--- src/rtl/pixel_buf_writer.sv ---
// pixel_buf_writer
//   Fill stage for a dual-port pixel SRAM (LANES x PIX_W per word,
//   active-low per-lane write enables). It accepts a valid/ready pixel
//   stream, maps pixel k to word base+k/LANES and lane k%LANES, and
//   drives SRAM port A. The stream stalls whenever the word about to be
//   written equals the word port B will read next cycle, because the
//   SRAM wrapper remaps port A in that case and would corrupt the write.
//
// Optional build macro: PIXEL_WR_PACK_EN
//   Defined   - pixels gather in a pack register; one write per word
//               (the final partial word enables only its filled lanes).
//   Undefined - one single-lane write per accepted pixel.
//
// Ports
//   clk, rst           clock, asynchronous active-high reset
//   start              one-cycle job start pulse (sampled in IDLE only)
//   base_addr          first SRAM word of the job
//   pix_count          number of pixels in the job
//   in_valid/in_ready  pixel stream handshake, in_pixel = data
//   rd_oe_nxt          port-B reader asserts OEB next cycle
//   rd_addr_nxt        port-B address presented next cycle
//   sram_a/dia/wean    registered port-A address, data, lane enables
//   sram_oea           port-A output enable, tied low
//   busy               job in progress
//   done               one-cycle pulse after the last write is issued
module pixel_buf_writer #(
    parameter int ADDR_W = 10,
    parameter int PIX_W  = 16,
    parameter int LANES  = 3,
    parameter int CNT_W  = 12
) (
    input  logic                    clk,
    input  logic                    rst,
    input  logic                    start,
    input  logic [ADDR_W-1:0]       base_addr,
    input  logic [CNT_W-1:0]        pix_count,
    input  logic                    in_valid,
    input  logic [PIX_W-1:0]        in_pixel,
    output logic                    in_ready,
    input  logic                    rd_oe_nxt,
    input  logic [ADDR_W-1:0]       rd_addr_nxt,
    output logic [ADDR_W-1:0]       sram_a,
    output logic [LANES*PIX_W-1:0]  sram_dia,
    output logic [LANES-1:0]        sram_wean,
    output logic                    sram_oea,
    output logic                    busy,
    output logic                    done
);

    localparam int LANE_W = (LANES > 1) ? $clog2(LANES) : 1;
    localparam int DATA_W = LANES * PIX_W;

    typedef enum logic [1:0] {
        S_IDLE = 2'd0,
        S_RUN  = 2'd1,
        S_FIN  = 2'd2
    } state_t;

`ifdef PIXEL_WR_PACK_EN
    // Active-low enables for lanes 0..lane (a possibly partial word).
    function automatic logic [LANES-1:0] fill_wean(input logic [LANE_W-1:0] lane);
        logic [LANES-1:0] w;
        w = '1;
        for (int i = 0; i < LANES; i++) begin
            if (i <= int'(lane)) begin
                w[i] = 1'b0;
            end
        end
        return w;
    endfunction
`else
    // Active-low enable for exactly one lane.
    function automatic logic [LANES-1:0] lane_wean(input logic [LANE_W-1:0] lane);
        logic [LANES-1:0] w;
        w = '1;
        for (int i = 0; i < LANES; i++) begin
            if (i == int'(lane)) begin
                w[i] = 1'b0;
            end
        end
        return w;
    endfunction
`endif

    state_t              state_q, state_d;
    logic [ADDR_W-1:0]   waddr_q, waddr_d;
    logic [CNT_W-1:0]    remaining_q, remaining_d;
    logic [LANE_W-1:0]   lane_q, lane_d;
    logic [ADDR_W-1:0]   sram_a_q, sram_a_d;
    logic [DATA_W-1:0]   sram_dia_q, sram_dia_d;
    logic [LANES-1:0]    sram_wean_q, sram_wean_d;
    logic                busy_q, busy_d;
    logic                done_q, done_d;
`ifdef PIXEL_WR_PACK_EN
    logic [DATA_W-1:0]   pack_q, pack_d;
`endif

    logic collide_s;
    logic last_lane_s;
    logic last_pix_s;
    logic issue_s;
    logic ready_s;
    logic accept_s;

    // waddr is exactly the address that would be registered on accept,
    // so comparing it with next cycle's port-B address covers the write.
    assign collide_s   = rd_oe_nxt && (rd_addr_nxt == waddr_q);
    assign last_lane_s = (lane_q == LANE_W'(LANES - 1));
    assign last_pix_s  = (remaining_q == CNT_W'(1));
`ifdef PIXEL_WR_PACK_EN
    // Only the word-issue accept touches port A; filling lanes never stalls.
    assign issue_s     = last_lane_s || last_pix_s;
`else
    assign issue_s     = 1'b1;
`endif
    assign ready_s     = (state_q == S_RUN) && !(issue_s && collide_s);
    assign accept_s    = in_valid && ready_s;

    // Next-state logic for the FSM, job counters and port-A outputs.
    always_comb begin
        state_d     = state_q;
        waddr_d     = waddr_q;
        remaining_d = remaining_q;
        lane_d      = lane_q;
        sram_a_d    = sram_a_q;
        sram_dia_d  = sram_dia_q;
        sram_wean_d = '1;
`ifdef PIXEL_WR_PACK_EN
        pack_d      = pack_q;
`endif
        case (state_q)
            S_IDLE: begin
                if (start) begin
                    waddr_d     = base_addr;
                    remaining_d = pix_count;
                    lane_d      = '0;
                    state_d     = (pix_count == '0) ? S_FIN : S_RUN;
                end else begin
                    state_d = S_IDLE;
                end
            end
            S_RUN: begin
                if (accept_s) begin
`ifdef PIXEL_WR_PACK_EN
                    pack_d[int'(lane_q)*PIX_W +: PIX_W] = in_pixel;
                    if (issue_s) begin
                        sram_a_d    = waddr_q;
                        sram_dia_d  = pack_d;
                        sram_wean_d = fill_wean(lane_q);
                        pack_d      = '0;
                    end else begin
                        sram_wean_d = '1;
                    end
`else
                    sram_a_d    = waddr_q;
                    sram_dia_d  = '0;
                    sram_dia_d[int'(lane_q)*PIX_W +: PIX_W] = in_pixel;
                    sram_wean_d = lane_wean(lane_q);
`endif
                    remaining_d = remaining_q - CNT_W'(1);
                    if (last_lane_s) begin
                        lane_d  = '0;
                        waddr_d = waddr_q + ADDR_W'(1);  // wraps at 2^ADDR_W
                    end else begin
                        lane_d  = lane_q + LANE_W'(1);
                    end
                    if (last_pix_s) begin
                        state_d = S_FIN;
                    end else begin
                        state_d = S_RUN;
                    end
                end else begin
                    state_d = S_RUN;
                end
            end
            S_FIN: begin
                state_d = S_IDLE;
            end
            default: begin
                state_d = S_IDLE;
            end
        endcase
        busy_d = (state_d == S_RUN);
        done_d = (state_q == S_FIN);
    end

    // State, counters and registered port-A outputs.
    always_ff @(posedge clk or posedge rst) begin
        if (rst) begin
            state_q     <= S_IDLE;
            waddr_q     <= '0;
            remaining_q <= '0;
            lane_q      <= '0;
            sram_a_q    <= '0;
            sram_dia_q  <= '0;
            sram_wean_q <= '1;
            busy_q      <= 1'b0;
            done_q      <= 1'b0;
`ifdef PIXEL_WR_PACK_EN
            pack_q      <= '0;
`endif
        end else begin
            state_q     <= state_d;
            waddr_q     <= waddr_d;
            remaining_q <= remaining_d;
            lane_q      <= lane_d;
            sram_a_q    <= sram_a_d;
            sram_dia_q  <= sram_dia_d;
            sram_wean_q <= sram_wean_d;
            busy_q      <= busy_d;
            done_q      <= done_d;
`ifdef PIXEL_WR_PACK_EN
            pack_q      <= pack_d;
`endif
        end
    end

    assign in_ready  = ready_s;
    assign sram_a    = sram_a_q;
    assign sram_dia  = sram_dia_q;
    assign sram_wean = sram_wean_q;
    assign sram_oea  = 1'b0;
    assign busy      = busy_q;
    assign done      = done_q;

endmodule

--- config.mk ---
export PLATFORM = sky130hd
export DESIGN_NAME = pixel_buf_writer
export DESIGN_NICKNAME = d
export VERILOG_FILES = /design/src/rtl/pixel_buf_writer.sv
export SDC_FILE = /design/constraint.sdc
export NUM_CORES = 1
export LEC_CHECK = 0
export CORE_MARGIN = 2
export CORE_UTILIZATION = 48
export CTS_BUF_LIST = sky130_fd_sc_hd__clkbuf_16
export DETAILED_ROUTE_END_ITERATION = 8
export PLACE_DENSITY = 0.9
export SYNTH_ARGS = -nofsm -noshare
export SYNTH_HDL_FRONTEND = slang
export SYNTH_SLANG_ARGS = --single-unit
--- constraint.sdc ---
create_clock -name clk -period 2.95 [get_ports clk]
set_input_delay 0.4425 -clock clk [delete_from_list [all_inputs] [get_ports clk]]
set_output_delay 0.4425 -clock clk [all_outputs]
set_load 0.01 [all_outputs]
# == After elaboration in Yosys (flattened, before gate mapping) ==
# Index checks and enable logic that the tools add are counted.
# classes
add_sub_neg,4
mul,0
n_div,0
order_cmp,0
n_eq_ne,11
n_shift,2
muxes,21
bitwise,1
reduce_logical,11
# ops
cell,n
bitwise AND 48 bit,1
variable shift 16 x 33 -> 48 bit (first input constant),1
indexed part select 16 x 33 -> 48 bit,1
negation 6 -> 33 bit,1
2-to-1 mux 10 bit,3
2-to-1 mux 12 bit,2
one-hot mux 12 bit (2 select lines),1
one-hot mux 10 bit (2 select lines),1
2-to-1 mux 2 bit,7
equality test 12 x 1 -> 1 bit (second input constant),1
logical NOT 12 bit,1
subtractor 12 x 1 -> 12 bit (second input constant),1
adder 10 x 1 -> 10 bit (second input constant),1
equality test 10 bit,1
one-hot mux 2 bit (2 select lines),2
2-to-1 mux 3 bit,2
!= test 2 bit (second input constant),3
equality test 2 x 1 -> 1 bit (second input constant),2
equality test 2 bit (first input constant),2
equality test 2 bit (second input constant),2
logical NOT 2 bit,2
AND reduction 4 bit,1
logical AND 1 bit,3
2-to-1 mux 1 bit,3
5 further kinds,5
# word_totals
regBits,89
latch_bits,0
ram_bits,0
rom_bits,0
inputBits,53
out_inout_bits,65
elab_cells,59
n_memories,0

# == Depth between registers and ports, before layout ==
# Gate-level depths: netlist of the first run.
# depth
ltp_word,8
depth_mapped,8
depth_no_buf,7

# == Worst setup path after synthesis of the first run ==
# Ideal clock, no wire load.
# synth_timing
path_kind,input to register
start,in rd_addr_nxt[9]
end,reg sram_a_q[1] (netlist: sram_a[1])
setup_time_ns,0.127
t_arrival_ns,1.772
path_slack_ns,1.051
path_stages,6
n_path_buf,2
path_cell_list,xnor2_1 nand4_1 o311ai_2 buf_6 buf_8 mux2_1
# synth_between
elab_chain_cells,6
# synth_rtl
element,line,source
from (decl),41,"input logic [ADDR_W-1:0] rd_addr_nxt,"
equality test 10 bit,107,assign collide_s = rd_oe_nxt && (rd_addr_nxt == waddr_q);
logical AND 1 bit,107,
logical NOT 1 bit,116,assign ready_s = (state_q == S_RUN) && !(issue_s && collide_s);
logical AND 1 bit,116,
logical AND 1 bit,117,assign accept_s = in_valid && ready_s;
AND reduction 2 bit (no source line),n/a,
to (signal assigned),207,sram_a_q <= sram_a_d;
to (decl),89,"logic [ADDR_W-1:0] sram_a_q, sram_a_d;"
# No other way between the ends.
# A chain may end at the register's enable or synchronous reset.

# == Worst setup path after layout of the first run ==
# layout_timing
start,in rd_addr_nxt[1]
end,out in_ready
# layout_between
elab_chain_cells,4
# layout_rtl
element,line,source
equality test 10 bit,107,
logical AND 1 bit,107,
logical NOT 1 bit,116,
logical AND 1 bit,116,
to (decl),39,"output logic in_ready,"
# No other way between the ends.

==> results of run 1 <==
worst reg2reg max path: stages, from the launching register on:
cell	delay, ns
dfrtp_1	0.47
xnor2_1	0.20
nand4_1	0.27
o311ai_4	0.54
buf_12	0.22
buf_12	0.19
o21ai_0	0.14
sequential cells by signal, summed over array words and instances, names as in the netlist:
signal	flops
lane_q	2
done	1
waddr_q	10
state_q	2
remaining_q	12
busy	1
sram_a	10
sram_dia	48
sram_wean	3
power by group through the flow:
stage                     sequential (W)  combinational (W)  clock [W]
after global placement           0.00188            0.00171          0
after global routing             0.00193            0.00196    0.00128
after CTS                        0.00188            0.00179    0.00123
after floorplan                  0.00189           0.000979          0
final                            0.00188            0.00179    0.00121
after detailed placement         0.00190            0.00178          0
cells by family after synthesis:
| logic type | count (synthesis) |
|---|---|
| other | 1 |
| muxes | 9 |
| xor gates and xnor gates | 10 |
| and+or+nand+nor | 176 |
| adders and majority gates | 8 |
| AOI/OAI and AO/OA | 126 |
| DFF | 89 |
| buffers and inverters | 42 |
routing by layer:
layer / vias up / share of wire (%) / global-route usage, % / routed length [µm]
met5: - / 0 / 0 / 0
met4: 0 / 1.2 / 5.163 / 134
met3: 19 / 7.6 / 3.830 / 861
met2: 184 / 49 / 39.86 / 5495
met1: 1817 / 43 / 32.17 / 4824
li1: 1829 / - / - / -
path summary, 6_finish.rpt:
path | startpoint | endpoint | slack (ns) | depth (start not counted)
max | rd_addr_nxt[1] | in_ready | 0.26 | 6
min | sram_dia[41] | sram_dia[41] | 0.48 | 2
max reg2reg | waddr_q[1] | sram_dia[28] | 0.80 | 6
min reg2reg | sram_dia[41] | sram_dia[41] | 0.48 | 2
max in group asynchronous | rst | sram_wean[2] | 2.01 | 3
min in group asynchronous | rst | sram_dia[14] | 0.55 | 3
layout by cell type (no fill, tap or decap), types with 2 or more instances in the layout:
cell type / instances
clkdlybuf4s50_1: 116
nand2_1: 106
dfrtp_1: 86
o21ai_0: 63
nor2_1: 20
nor3_1: 12
a21oi_1: 10
xnor2_1: 9
clkbuf_16: 9
o21ai_1: 8
o31ai_1: 8
ha_1: 8
buf_4: 8
nand4_1: 7
nand3_1: 7
inv_1: 7
mux2_1: 7
a2bb2oi_1: 6
o22ai_1: 5
nor4_1: 5
buf_12: 5
a31oi_1: 3
a211oi_1: 3
o21a_1: 3
a22oi_1: 3
clkinv_2: 3
dfstp_2: 3
nor3b_2: 2
and3_1: 2
nand2b_1: 2
a41oi_1: 2
or2_2: 2
a221oi_2: 2
o22a_1: 2
mux2i_1: 2
o2bb2ai_1: 2
bufinv_16: 2
cell type report:
class | instances | area [µm²]
Clock buffer | 9 | 225.2
Inverter | 9 | 35.03
Clock inverter | 7 | 93.84
Fill cell | 647 | 2766
Tap cell | 108 | 135.1
Sequential cell | 89 | 2231
Multi-Input combinational cell | 330 | 1913
Timing Repair Buffer | 129 | 1321
per-stage QoR:
stage	setup slack, ns	cell area, µm²
after floorplan	0.2056	4334
after global routing	0.1459	5954
after global placement	0.3459	5635
after detailed placement	0.2837	5635
final	0.2594	5954
after CTS	0.2760	5954
==> summary.txt, run 1 <==
GRT overflow = 0
Vias per cell = 5.652
Final hold vios = 0
Clk network pwr share = 24.8%
Synth area leader = dfrtp_1
Post-Synthesis Cells = 461
Compound-gate portion of the synthesized area = 17.93%
VDD IR-drop max = 0.3792 mV
Max clock buf depth = 2
Hold WC Path Type = reg2reg
Clk slew on worst S/H paths = 0.06 ns
Int Pwr = 0.003192 W
Setup Skew = 0.005842 ns
Synth Area in Simple Gates = 18.59%
Top Family by Delay on Critical Path = buffers and inverters
First-pass GRT wire length = 18,530 µm
Top cells by area, synth = dfrtp_1 (50%), nand2_1 (9.2%), o21ai_0 (7.3%)
Unique masters post-synth = 56
Sequential share of power = 38.5%
IO Count = 118
Utilization after layout = 68.28%
DRT Pass-1 Iters = 4
Core Area = 8721 µm²
DRC Markers = 0
Worst setup EP type = output pin
Antenna viol nets, final = 0
Worst slew pin tran = 0.7986 ns
Horiz. Die Dim = 99.03 µm
Most frequent CP cell = clkdlybuf4s50_1
I/O Buffers = 116
Starting DRT DRC Count = 196
WP buf/inv = 2
Placed Cells = 665
Startpoint types = input pin
Skew-Pair Late Insertion Delay = 0.33 ns
Setup Total Neg Slack = 0 ns
Largest family of logic cells by synthesized area = simple AND/OR/NAND/NOR gates
Syn nets = 522
Initial antenna violation count = 0
Synth async-reset ratio = 100.0%
Switch share = 34.63%
Status = finished clean
Fmax = 0.3717 GHz
Crit-path max FO = 3
Max cap viols = 0
Max-slew headroom = 46.76%
Count leader, synth = nand2_1
Cell Rows = 34
Worst-path cell chain = clkdlybuf4s50_1 > xnor2_1 > nand4_1 > nor3_1 > nor2_1 > clkdlybuf4s50_1
Number of buffers created by CTS = 9
Ant. Diodes = 0
Clock Root Buffer = clkbuf_16
Ys flop type = dfrtp_1
Min Clock Period, post-route = 2.691 ns
Number of hold buffers added after CTS = 0
Vias in the first global route = 3,722
Post-CTS sizing = 0
Post-Synth Adder-Cell Area = 2.309%
Seq/Total Area, Yosys = 51.47%
GR Util All Layers = 23.57%
Placer Congestion = 0.9262
Starting Density = 49.70%
WL per Instance = 16.62 µm
Final setup viols = 0
Share of cells above drive strength 1 = 8.202%
Clock sinks = 89
RSZ-0062 raised after global routing = false
Synth top area share = 49.65%
Commonest cells post-synth = nand2_1 (106), dfrtp_1 (86), o21ai_0 (63)
CP peak stage delay = 0.49 ns
Syn avg cell area = 9.402 µm²
Cell Count, Final, Fillers Out = 681
Leak = 2.392 nW
Post-DP HPWL = 8129 µm
CTS tree = built
Synth Area in XOR/XNOR = 2.194%
Combinational group share of total power = 36.6%
Hold Slack = 0.4805 ns
Post-synth EDFFs = 0
Final period util = 91.21%
Final Max Slew Viols = 0
P_sw = 0.001691 W
DR vias = 3,849
Nets = 629
WS Path Type = in2out
Ys Warns = 0
Post-synthesis register bit count = 89
CTS H-tree depth = 3
Total power divided by cell area = 820.1 nW/µm²
Worst path arrival time = 2.25 ns
Final wirelength = 11,320 µm
Number of setup buffers added after CTS = 0
Layout area overhead = 37.38%
Power Total = 0.004883 W
Mapped Area = 4334 µm²
CP max-delay cell = clkdlybuf4s50_1
Proportion of synthesized area in mux cells = 2.281%
WP data required = 2.51 ns
Die H = 99.03 µm
Largest net degree at the start of global routing = 90
Die area = 9806 µm²
Power figures use the tool's default switching activity.
==> run 2: changes to the inputs <==
--- a/config.mk
+++ b/config.mk
@@ -9,6 +9,7 @@
 export CORE_UTILIZATION = 48
 export CTS_BUF_LIST = sky130_fd_sc_hd__clkbuf_16
 export DETAILED_ROUTE_END_ITERATION = 8
+export GPL_TIMING_DRIVEN = 0
 export PLACE_DENSITY = 0.9
 export SYNTH_ARGS = -nofsm -noshare
 export SYNTH_HDL_FRONTEND = slang
==> summary.txt, run 2 (synthesis results as in run 1) <==
IO Count = 118
Startpoint types = input pin
Die H = 99.03 µm
Final Max Slew Viols = 0
Crit-path max FO = 3
DR vias = 4,098
Most frequent cells in the layout = clkdlybuf4s50_1 (116), nand2_1 (106), dfrtp_1 (86)
Ant. Diodes = 0
Clk slew on worst S/H paths = 0.06 ns
WS Path Type = in2out
Placed Cells = 686
Placer Congestion = 0.9487
VDD IR-drop max = 0.4073 mV
Most frequent CP cell = clkdlybuf4s50_1
Number of setup buffers added after CTS = 0
Final setup viols = 0
Hold WC Path Type = in2async
Vias per cell = 5.838
Cell Count, Final, Fillers Out = 702
Min Clock Period, post-route = 2.754 ns
RSZ-0062 raised after global routing = false
Worst-path cell chain = clkdlybuf4s50_1 > xnor2_1 > nand4_1 > nor3_1 > nor2_1 > clkdlybuf4s50_1
CTS tree = built
Most common cell after layout, fill and taps aside = clkdlybuf4s50_1
Horiz. Die Dim = 99.03 µm
Starting Density = 49.70%
Final wirelength = 12,300 µm
DRC Markers = 0
Nets = 650
Fmax = 0.3631 GHz
Number of buffers created by CTS = 9
Cell Rows = 34
Top Family by Delay on Critical Path = buffers and inverters
Status = finished clean
I/O Buffers = 116
Worst slew pin tran = 0.8350 ns
CP max-delay cell = clkdlybuf4s50_1
First-pass GRT wire length = 20,170 µm
Final hold vios = 0
Core Area = 8721 µm²
Setup Total Neg Slack = 0 ns
Number of hold buffers added after CTS = 0
Final period util = 93.35%
Clock sinks = 89
Skew-Pair Late Insertion Delay = 0.33 ns
Die area = 9806 µm²
Max reg flops = 48
GRT overflow = 0
Clock Root Buffer = clkbuf_16
Post-CTS sizing = 0
Initial antenna violation count = 0
FILL cells = 667
Max clock buf depth = 2
Max-slew headroom = 44.21%
Vias in the first global route = 4,127
Largest net degree at the start of global routing = 67
Total power divided by cell area = 793.7 nW/µm²
Antenna viol nets, final = 0
Starting DRT DRC Count = 247
WL per Instance = 17.53 µm
CP peak stage delay = 0.50 ns
Leak = 2.371 nW
Setup ws final = 0.1963 ns
DRT Pass-1 Iters = 5
WP data required = 2.51 ns
Worst path arrival time = 2.31 ns
Layout area overhead = 36.66%
GR Util All Layers = 25.55%
Worst slack at placement = 0.2363 ns
Max cap viols = 0
WP buf/inv = 2
Share of cells above drive strength 1 = 8.081%
Setup Skew = 0.006804 ns
Worst setup EP type = output pin
Post-DP HPWL = 9214 µm
CTS H-tree depth = 3
[run 2: metrics by stage]
step	instance area [µm²]	total power (W)	hold WS, ns	utilization (%)
2_1_floorplan	4334	0.002870	0.4584	-
5_1_grt	5923	0.004995	0.4764	67.92
3_3_place_gp	5630	0.003576	0.4624	64.56
6_report	5923	0.004701	0.4298	67.92
3_5_place_dp	5660	0.003677	0.4710	64.91
4_1_cts	5923	0.004700	0.4358	67.92
[run 2: layout make-up]
type                       count  area [µm²]  share of cell area [%]
buffer                        33       188.9                   3.190
clock buffer                   9       225.2                   3.802
clock inverter                 7       37.54                  0.6337
inverter                       9       36.28                  0.6126
multi-input combinational    330        1881                   31.75
sequential                    89        2231                   37.66
tap                          108       135.1                   2.281
timing repair buffer         117        1189                   20.07
[run 2: path summary, 6_finish.rpt]
kind / start / to / slack [ns] / cells past startpoint
min in group clk: sram_dia[21] / sram_dia[21] / 0.48 / 2
max in group asynchronous: rst / sram_wean[2] / 1.85 / 3
min: rst / sram_dia[28] / 0.43 / 2
max: rd_addr_nxt[6] / in_ready / 0.20 / 6
min reg2reg: sram_dia[21] / sram_dia[21] / 0.48 / 2
max reg2reg: lane_q[0] / sram_dia[0] / 0.57 / 6
[run 2: worst reg2reg max path, delay by kind of cell, from the launching register on]
| kind | cells | cell delay [ns] |
|---|---|---|
| AND/OR/NAND/NOR | 2 | 0.78 |
| buffers and inverters | 2 | 0.55 |
| flip-flops | 1 | 0.45 |
| adder cells (fa/ha/maj) | 1 | 0.33 |
| AO/OA/AOI/OAI | 1 | 0.19 |
[run 2: per-layer routing]
metal | vias up | wire [µm] | GRT usage (%)
met4 | 0 | 165 | 8.641
met5 | - | 0 | 0
li1 | 1868 | - | -
met2 | 265 | 6159 | 43.76
met3 | 20 | 1144 | 5.177
met1 | 1945 | 4835 | 32.37
[run 2: power by group]
part	internal (W)	total [W]	switching [W]
combinational	0.000872	0.00183	0.000957
sequential	0.00157	0.00185	0.000285
clock	0.000562	0.00102	0.000458
==> RTL change 1 (settings of run 2) <==
Take the reset off `waddr_q` and load it in a clocked block of its own.
--- a/src/rtl/pixel_buf_writer.sv
+++ b/src/rtl/pixel_buf_writer.sv
@@ -189,5 +189,4 @@
         if (rst) begin
             state_q     <= S_IDLE;
-            waddr_q     <= '0;
             remaining_q <= '0;
             lane_q      <= '0;
@@ -202,5 +201,4 @@
         end else begin
             state_q     <= state_d;
-            waddr_q     <= waddr_d;
             remaining_q <= remaining_d;
             lane_q      <= lane_d;
@@ -216,4 +214,8 @@
     end
 
+    always_ff @(posedge clk) begin
+        waddr_q <= waddr_d;
+    end
+
     assign in_ready  = ready_s;
     assign sram_a    = sram_a_q;
Check against the original RTL: same outputs for any inputs over 4 cycles, from zero or initial values and one cycle with rst high; that may be too few to reach the edited logic, so the function may still have changed.
==> RTL change 1 against run 2 <==
Sequential cell count is the same; combinational power decreased by 43%; count of clock-buffer cells in the layout unchanged; worst setup slack got worse by 0.00076 ns; final area increased by 3.1%; power is 20% lower; critical path type is now primary input to flip-flop; first-iteration DRC count down 50%; area after synthesis increased by 3.3%; sequential power decreased by 12%; wire length fell by 7.1%; cell count decreased by 2.1%; synthesized cell count down 3.9%; die area rose by 3.2%.
==> RTL change 1: results <==
metrics = {
    "placed_design": {
        "place_area_um2": 5810,
        "placed_cells": 671,
        "dpl_worst_slack_ns": -0.789,
        "gp_congestion": 0.891,
    },
    "drt": {
        "met2_length_um": 5610,
        "dr.pass1.iters": 4,
    },
    "worst_setup_path": {
        "worstReg2RegStart": "state_q[0]",
        "cp_max_fo": 10,
        "cp_slowest_cell": "a21boi_2",
        "ff2ff_setup_slack_ns": 0.25,
        "cp_data_arrival_time_ns": 2.71,
    },
    "grt": {
        "grt.total_usage": 0.229,
        "grt_max_degree": 49,
        "grt_pass1_vias": 3854,
        "grt.met2_usage": 0.389,
    },
    "power_and_ir_drop": {
        "sequentialPower_uw": 1620,
    },
    "yosys": {
        "synth_fa_ha_area_frac": 0.0224,
        "netlist_instances": 443,
        "synth_cell_types": 44,
        "syn-num-nets": 504,
        "synthArstFlopShare": 0.888,
        "synth.area.mux_share": 0.138,
        "synth-compound-area-share": 0.0702,
    },
    "finish": {
        "drive_gt1_frac": 0.0747,
        "nets": 632,
        "layout.cells.non_filler": 687,
    },
    "sta": {
        "finalClockSkew_ns": 0.0138,
        "period_needed_ns": 2.75,
        "hold_slack_ns": 0.482,
    },
    "clock_network": {
        "cts-resized-gates": 2,
    },
    "status": {
        "status": "finished, final reports clean",
    },
}
## RTL change 1: cell count changes after synthesis, moves of 7 or more
| cell | run 2 | this run |
|---|---|---|
| dfrtp_1 | 86 | 76 |
| o31ai_1 | 8 | 0 |
| nor2_1 | 20 | 8 |
| o21ai_1 | 8 | 0 |
| mux2i_1 | 2 | 48 |
| nand3_1 | 7 | 16 |
| xor2_1 | 0 | 8 |
| edfxtp_1 | 0 | 10 |
| o21ai_0 | 63 | 17 |
| nand2_1 | 106 | 73 |
| mux2_1 | 7 | 0 |
| inv_1 | 8 | 57 |
## RTL change 1: final cells by class
| type | count | area [um^2] |
|---|---|---|
| Multi-Input combinational cell | 274 | 1870 |
| Clock inverter | 7 | 63.8 |
| Clock buffer | 9 | 225 |
| Inverter | 57 | 216 |
| Timing Repair Buffer | 117 | 1190 |
| Buffer | 23 | 126 |
| Tap cell | 111 | 139 |
| Fill cell | 689 | 3050 |
| Sequential cell | 89 | 2280 |
==> RTL change 2 (config.mk and constraints of run 2) <==
Made on the original files. Change the parameter `PIX_W` from 16 to 32.
--- a/src/rtl/pixel_buf_writer.sv
+++ b/src/rtl/pixel_buf_writer.sv
@@ -26,5 +26,5 @@
 module pixel_buf_writer #(
     parameter int ADDR_W = 10,
-    parameter int PIX_W  = 16,
+    parameter int PIX_W  = 32,
     parameter int LANES  = 3,
     parameter int CNT_W  = 12
Ports: changed (resized in_pixel and sram_dia); port bits go from 118 to 182. The function was not compared with the original's and may differ.
==> RTL change 2 against run 2 <==
Non-clock buffer count up 80; wire length is 43% higher; final area is 46% higher; worst setup slack improved by 0.27 ns; power rose by 36%; sequential cell count is 48 higher; via count rose by 39%; area after synthesis up 39%; critical endpoint unchanged; largest power group unchanged.
==> RTL change 2: results <==
metrics = {
    "finish": {
        "largest_reg_flops": 96,
        "fillers": 927,
        "drive_gt1_frac": 0.0778,
        "final_design_area_no_fill_um2": 8670,
    },
    "yosys": {
        "syn-cell-area_um2": 6020,
        "syn_area_per_cell_um2": 8.96,
        "ys_seq_area_frac": 0.570,
        "synth.area.top_cells": "dfrtp_1 56%, nand2_1 15%, nand3_1 8.9%, ha_1 1.7%, xnor2_1 1.5%",
        "syn-num-nets": 749,
    },
    "grt": {
        "grt.total_usage": 0.270,
        "grt_max_degree": 43,
        "grt.met1_usage": 0.347,
    },
    "placed_design": {
        "portBuffers": 180,
        "gp_congestion": 0.929,
        "place_area_um2": 8100,
        "post-dp-hpwl_um": 12600,
    },
    "worst_setup_path": {
        "worstReg2RegStart": "waddr_q[2]",
        "cp_max_fo": 7,
        "cp-startpoint": "waddr_q[0]",
        "ff2ff_setup_slack_ns": 0.52,
    },
    "status": {
        "status": "finished, final reports clean",
    },
    "sta": {
        "tightest_slew_ns": 0.897,
        "finalClockSkew_ns": 0.00823,
        "fmax_mhz": 403,
    },
    "drt": {
        "met2_length_um": 8550,
        "vias": 5688,
        "vias_per_cell": 5.39,
        "drt-met1-wl_um": 7150,
    },
    "clock_network": {
        "cts_htree_levels": 4,
        "insertion_delay_ns": 0.41,
    },
    "power_and_ir_drop": {
        "total_leakage_power_uw": 0.00416,
        "vdd_drop_max_v": 0.000380,
    },
    "min_path": {
        "hold_path.class": "flip-flop to flip-flop",
    },
}
-- RTL change 2: final cells by class --
class                      count  share of cell area
tap                          168              0.0242
clock inverter                15              0.0175
buffer                        47              0.0267
timing repair buffer         183               0.215
clock buffer                  17              0.0490
sequential                   137               0.396
inverter                       7             0.00346
multi-input combinational    481               0.269
-- RTL change 2: worst max-delay path: stages, from the launching register on --
cell	delay (ns)
dfrtp_1	0.48
xnor2_1	0.22
nand4_2	0.15
nor3_1	0.23
nor2_1	0.07
clkdlybuf4s50_1	0.48
-- RTL change 2: cells by family (layout without fill, tap and decap cells) --
logic type | count (synthesis) | after routing | share of synthesized area
compound gates | 61 | 61 | 0.0675
xor+xnor | 10 | 10 | 0.0145
fa+ha+maj | 8 | 8 | 0.0166
buf+inv | 54 | 269 | 0.0428
flops | 137 | 137 | 0.570
other cells | 1 | 1 | 0.000623
simple gates | 401 | 401 | 0.288
-- RTL change 2: power breakdown --
part           total, uW  internal, uW  switching [uW]
sequential          2550          2250             291
combinational       1780           854             926
clock               2070          1240             827
